--- config.mk ---
export PLATFORM = sky130hd
export DESIGN_NAME = addecrc_pad
export DESIGN_NICKNAME = d
export VERILOG_FILES = /design/src/rtl/addecrc_pad.sv
export SDC_FILE = /design/constraint.sdc
export NUM_CORES = 1
export LEC_CHECK = 0
export CORE_MARGIN = 1
export CORE_UTILIZATION = 56
export DETAILED_ROUTE_END_ITERATION = 7
export MAX_ROUTING_LAYER = met4
export PLACE_DENSITY_LB_ADDON = 0.05
export SKIP_CTS_REPAIR_TIMING = 1
export SLEW_MARGIN = 25
export SYNTH_ARGS = -nofsm -noshare
export SYNTH_HDL_FRONTEND = slang
export SYNTH_SLANG_ARGS = --single-unit
--- constraint.sdc ---
create_clock -name i_clk -period 4.35 [get_ports i_clk]
set_input_delay 0.87 -clock i_clk [delete_from_list [all_inputs] [get_ports i_clk]]
set_output_delay 0.87 -clock i_clk [all_outputs]
set_load 0.1 [all_outputs]
--- src/rtl/addecrc_pad.sv ---
// addecrc_pad: TX-path zero padder and reflected CRC appender.
// Forwards DW-bit beats with one beat of latency. It can zero-pad a short
// frame up to MIN_BEATS, and it can then append the CRC least-significant beat first.
module addecrc_pad #(
  parameter int unsigned     DW        = 8,
  parameter int unsigned     CRCW      = 32,
  parameter logic [CRCW-1:0] TAPS      = 32'hedb88320,
  parameter logic [CRCW-1:0] INIT      = 32'hffffffff,
  parameter logic [CRCW-1:0] FINAL_XOR = 32'hffffffff,
  parameter int unsigned     MIN_BEATS = 60
) (
  input  logic          i_clk,
  input  logic          i_reset_n,
  input  logic          i_ce,
  input  logic          i_en,
  input  logic          i_pad_en,
  input  logic          i_v,
  input  logic [DW-1:0] i_d,
  output logic          o_v,
  output logic [DW-1:0] o_d,
  output logic          o_busy,
  output logic          o_err
);

  localparam int unsigned NB   = CRCW / DW;
  localparam int unsigned BCW  = (NB > 1) ? $clog2(NB) : 1;
  localparam int unsigned CNTW = (MIN_BEATS > 0) ? $clog2(MIN_BEATS + 1) : 1;

  localparam logic [CNTW-1:0] CNT_MAX   = CNTW'(MIN_BEATS);
  localparam logic [BCW-1:0]  BEAT_LAST = BCW'(NB - 1);

  localparam logic [1:0] S_IDLE = 2'd0;
  localparam logic [1:0] S_DATA = 2'd1;
  localparam logic [1:0] S_PAD  = 2'd2;
  localparam logic [1:0] S_CRC  = 2'd3;

  // With a single-beat CRC there is nothing left to send after beat 0.
  localparam logic [1:0] S_AFTER_BEAT0 = (NB > 1) ? S_CRC : S_IDLE;

  logic [1:0]      state, state_n;
  logic [CRCW-1:0] crc, crc_n;
  logic [CNTW-1:0] cnt, cnt_n;
  logic [BCW-1:0]  bcnt, bcnt_n;
  logic            r_en, r_en_n;
  logic            r_pad, r_pad_n;
  logic            v_n;
  logic [DW-1:0]   d_n;
  logic            err_n;

  logic [CNTW-1:0] cnt_inc;
  logic            below_min;
  logic [DW-1:0]   crc_beat;
  logic [CRCW-1:0] crc_shift;

  // Reflected LFSR advanced over one beat, bit 0 of the beat first.
  function automatic logic [CRCW-1:0] crc_step(input logic [CRCW-1:0] c,
                                               input logic [DW-1:0]   d);
    logic [CRCW-1:0] r;
    logic            fb;
    r = c;
    for (int k = 0; k < int'(DW); k++) begin
      fb = r[0] ^ d[k];
      r  = (r >> 1) ^ (fb ? TAPS : '0);
    end
    return r;
  endfunction

  assign o_busy    = (state == S_PAD) || (state == S_CRC);
  assign below_min = (cnt < CNT_MAX);
  assign cnt_inc   = below_min ? (cnt + CNTW'(1)) : cnt;
  assign crc_beat  = crc[DW-1:0] ^ FINAL_XOR[DW-1:0];
  assign crc_shift = crc >> DW;

  // Next-state and next-output decode for every register.
  always_comb begin
    state_n = state;
    crc_n   = crc;
    cnt_n   = cnt;
    bcnt_n  = bcnt;
    r_en_n  = r_en;
    r_pad_n = r_pad;
    v_n     = 1'b0;
    d_n     = '0;
    err_n   = i_v && o_busy;

    case (state)
      S_IDLE: begin
        if (i_v) begin
          v_n     = 1'b1;
          d_n     = i_d;
          crc_n   = crc_step(INIT, i_d);
          cnt_n   = CNTW'(1);
          r_en_n  = i_en;
          r_pad_n = i_pad_en;
          state_n = S_DATA;
        end else begin
          crc_n = INIT;
        end
      end

      S_DATA: begin
        if (i_v) begin
          v_n   = 1'b1;
          d_n   = i_d;
          crc_n = crc_step(crc, i_d);
          cnt_n = cnt_inc;
        end else if (r_pad && below_min) begin
          v_n     = 1'b1;
          crc_n   = crc_step(crc, '0);
          cnt_n   = cnt_inc;
          state_n = S_PAD;
        end else if (r_en) begin
          v_n     = 1'b1;
          d_n     = crc_beat;
          crc_n   = crc_shift;
          bcnt_n  = BCW'(1);
          state_n = S_AFTER_BEAT0;
        end else begin
          state_n = S_IDLE;
        end
      end

      S_PAD: begin
        if (below_min) begin
          v_n   = 1'b1;
          crc_n = crc_step(crc, '0);
          cnt_n = cnt_inc;
        end else if (r_en) begin
          v_n     = 1'b1;
          d_n     = crc_beat;
          crc_n   = crc_shift;
          bcnt_n  = BCW'(1);
          state_n = S_AFTER_BEAT0;
        end else begin
          state_n = S_IDLE;
        end
      end

      S_CRC: begin
        v_n    = 1'b1;
        d_n    = crc_beat;
        crc_n  = crc_shift;
        bcnt_n = bcnt + BCW'(1);
        if (bcnt == BEAT_LAST) begin
          state_n = S_IDLE;
        end
      end

      default: begin
        state_n = S_IDLE;
        crc_n   = INIT;
      end
    endcase
  end

  // State and output registers; everything holds while i_ce is low.
  always_ff @(posedge i_clk or negedge i_reset_n) begin
    if (!i_reset_n) begin
      state <= S_IDLE;
      crc   <= INIT;
      cnt   <= '0;
      bcnt  <= '0;
      r_en  <= 1'b0;
      r_pad <= 1'b0;
      o_v   <= 1'b0;
      o_d   <= '0;
      o_err <= 1'b0;
    end else if (i_ce) begin
      state <= state_n;
      crc   <= crc_n;
      cnt   <= cnt_n;
      bcnt  <= bcnt_n;
      r_en  <= r_en_n;
      r_pad <= r_pad_n;
      o_v   <= v_n;
      o_d   <= d_n;
      o_err <= err_n;
    end
  end

endmodule

==> impl.org <==
** Global routing
- Global-route wire length before repair :: around 34 mm
- Entering global routing, the biggest net connects 33 pins.
- In the global route stage, overall resource usage came out at between 40% and 50%.
- The via count of the first global-routing pass was 5631.
- The initial antenna violation count came to 0.
- Sum of overflow across all layers after global routing :: 0

** Synthesis
- Cell taking the most area after synthesis :: dfstp_2
- Yosys warnings :: 0
- In the post-synthesis netlist, the cell with the most instances is xnor2_1.
- Of the post-synthesis cell area, the dominant cell type holds between 10% and 20%.
- Cell count after synthesis :: roughly 700
- By count the netlist is led by xnor2_1 (90), nand2_1 (66), a21oi_1 (52), nor2_1 (44), o21ai_0 (41).
- Netlist area before placement :: between 5000 and 6000 µm²
- Proportion of synthesized chip area in sequential cells :: 23.4%
- EDFF count, synth :: 0
- Cell types with the largest area share after synthesis :: dfstp_2 (14%), xnor2_1 (13%), dfrtp_1 (9.3%)
- Among all flip-flop cells after synthesis, the most frequent one is dfstp_2.
- Number of distinct library cells after synthesis :: between 60 and 70
- Mapped Avg Cell Area :: roughly 8.5 µm²
- Syn Nets :: between 700 and 800
- #FFs+latches synth :: 54
- For this run, asynchronously set or reset flops after synthesis account for between 90% and 100%.

** CTS
- Clock insertion delay at the later pin of the skew report :: roughly 0.34 ns
- TritonCTS built the clock tree.
- The cell sitting at the root of the clock tree is a clkbuf_8.
- Number of buffers on the longest clock path :: 2
- After clock tree synthesis, the clock-pin slew on the worst setup and hold paths is about 0.11 ns.
- For this design, the sink count on the clock tree is 54.
- H-tree depth :: 2
- TritonCTS buffer count :: 5

** Timing
- The number of pins with negative max-slew slack in the final report came to 0.
- After layout, the minimum clock period comes to 3.58 ns.
- Static timing analysis puts the maximum clock frequency at between 0.2 and 0.3 GHz.
- At the pin with the least slew margin, the transition time is 0.973 ns.
- Final period util :: 82.2%
- For the final database, setup skew stands at between 0.009 and 0.01 ns.
- # setup viols final :: 0
- Total negative slack :: 0 ns
- The number of endpoints with negative hold slack in the final report was 0.
- Headroom to the max-slew limit :: a little over a third
- Setup repair after global routing left no endpoint under its margin.

** Layout
- Area overhead of the layout relative to synthesis :: 6.77%
- Once layout is complete, the cells apart from fillers number 831.
- Register area :: roughly 1400 µm²
- Number of fill cells in the layout :: 930
- At the end of the flow, the number of nets in the layout was slightly above 700.
- The post-route netlist has 13.2% of its cells at a drive strength greater than 1.
- Antenna diode instance count :: 0
- Area of the multi-input gates :: between 4000 and 5000 µm²

** Drt
- Mean routed wirelength per cell :: 27.1 µm
- Detailed Routing Iterations Pass 1 :: 5
- Total wire length :: approximately 23 mm
- Residual DRC :: 0
- Final antenna-violating net count :: 0
- Using the TritonRoute via totals, the vias-per-cell ratio works out to between 7 and 8.
- The routed layout has roughly 5900 vias.
- For this block, the initial DRC count from the detailed router was 661.

** Floorplanning
- The region available for standard cell placement spans 10300 µm².
- Die height :: 105 µm
- The floorplan has 37 rows.
- Measured along the x axis, the die boundary spans 105 µm.
- Ports :: 25
- Initial cell density of the core :: ~58%
- Area enclosed by the die boundary :: 11000 µm²

** Critical path
- Critical path startpoint :: i_v
- Data on the critical path arrives at its endpoint at 3.83 ns.
- Of all nets on the critical path, the largest fanout is 18.
- Critical R2R Launch :: cnt[3]$_DFFE_PN0P_
- Kind of launch point of the worst setup path :: input port
- Type of the worst setup path :: input port to register
- Data required time of the worst path :: 4.60 ns
- Kind of end point of the critical path :: register

** Placement
- Total instance count after detailed placement :: 823
- Buffers placed on the I/O ports in this run total 24.
- Summed over all nets, the half-perimeter wirelength after detailed placement is approximately 16 mm.
- Global placement routability congestion :: just over 1

** Min path
- The path class of the tightest hold or removal check is register to register.
- HP Start :: bcnt[1]$_DFFE_PN0P_

** Status
- The flow ran to the end, and the final reports show no timing, DRC or antenna violations.

** Run
- The tool flagged a number of max-cap violations equal to 0.
metrics by stage:
step | utilization [%] | hold WS (ns) | cell area [µm²] | setup slack, ns
after floorplan | - | 0.454 | 5950 | 1.59
after global placement | 60.7 | 0.470 | 6260 | 0.522
after detailed placement | 60.7 | 0.481 | 6260 | 0.518
after CTS | 61.5 | 0.506 | 6350 | 0.868
after global routing | 61.5 | 0.523 | 6350 | 0.691
final | 61.5 | 0.515 | 6350 | 0.773
critical path, stage by stage:
cell and delay [ns]:
clkdlybuf4s50_1 0.87, clkinv_1 0.72, a211oi_1 0.42, o2111ai_1 0.37, nor2_1 0.29, nand2_1 0.09, o21ai_0 0.18
layout make-up:
| class | count | area share (%) |
|---|---|---|
| Sequential cell | 54 | 21.9 |
| Clock buffer | 7 | 1.20 |
| Multi-Input combinational cell | 572 | 66.8 |
| Timing Repair Buffer | 49 | 6.62 |
| Tap cell | 136 | 2.68 |
| Clock inverter | 1 | 0.118 |
| Inverter | 12 | 0.709 |
path summary, 6_finish.rpt:
check / end / slack [ns] / cells after the start
max reg2reg: crc[18]$_DFFE_PN1P_ / 1.33 / 6
max in group asynchronous: crc[9]$_DFFE_PN1P_ / 2.91 / 2
min reg2reg: bcnt[1]$_DFFE_PN0P_ / 0.51 / 2
max: cnt[4]$_DFFE_PN0P_ / 0.77 / 7
min: bcnt[1]$_DFFE_PN0P_ / 0.51 / 2
min in group asynchronous: cnt[3]$_DFFE_PN0P_ / 0.52 / 1
layout by cell type, fill, tap and decap left out, types with 4 or more instances in the layout:
cell type,instances
nor3_1,14
or2_2,4
nand3_1,4
a211oi_1,9
a22o_1,6
xor2_1,33
o22ai_1,19
o221ai_1,4
xnor2_2,5
nand2b_1,4
a21o_1,18
o211ai_1,8
inv_1,10
o211a_1,4
clkdlybuf4s50_1,22
a21oi_1,52
o21ai_0,41
xnor2_1,90
a31oi_1,11
dfrtp_1,22
a2bb2oi_1,5
a221oi_1,17
mux2i_1,9
o2bb2ai_1,4
nand2_1,66
buf_4,26
clkbuf_8,5
o21a_1,6
ha_1,7
a221o_1,11
nor2_1,44
mux2_2,10
dfstp_2,32
xnor3_1,13
metal layers:
metal | up-vias | track usage [%] | share of wire [%]
met5 | - | - | 0
met4 | 0 | 25.9 | 6.3
met3 | 104 | 9.11 | 13
met2 | 468 | 60.8 | 42
met1 | 2763 | 57.5 | 39
li1 | 2525 | - | -
cells by family (layout without fill, tap and decap cells):
family	count (synthesis)	count (layout)	share of synthesized area, %
compound gates	245	245	28.4
fa+ha+maj	7	7	1.47
mux	19	19	3.41
simple gates	155	155	11.5
flops	54	54	23.4
buf+inv	76	69	5.34
xor+xnor	146	146	26.5
flip-flops by register name (all words and copies together), names as in the netlist:
register / count
crc: 32
o_d: 8
cnt: 6
bcnt: 2
state: 2
o_err: 1
o_v: 1
r_en: 1
r_pad: 1
Power is not shown: default switching activity piles up to over one toggle a cycle in this logic, so the estimate is an artifact.
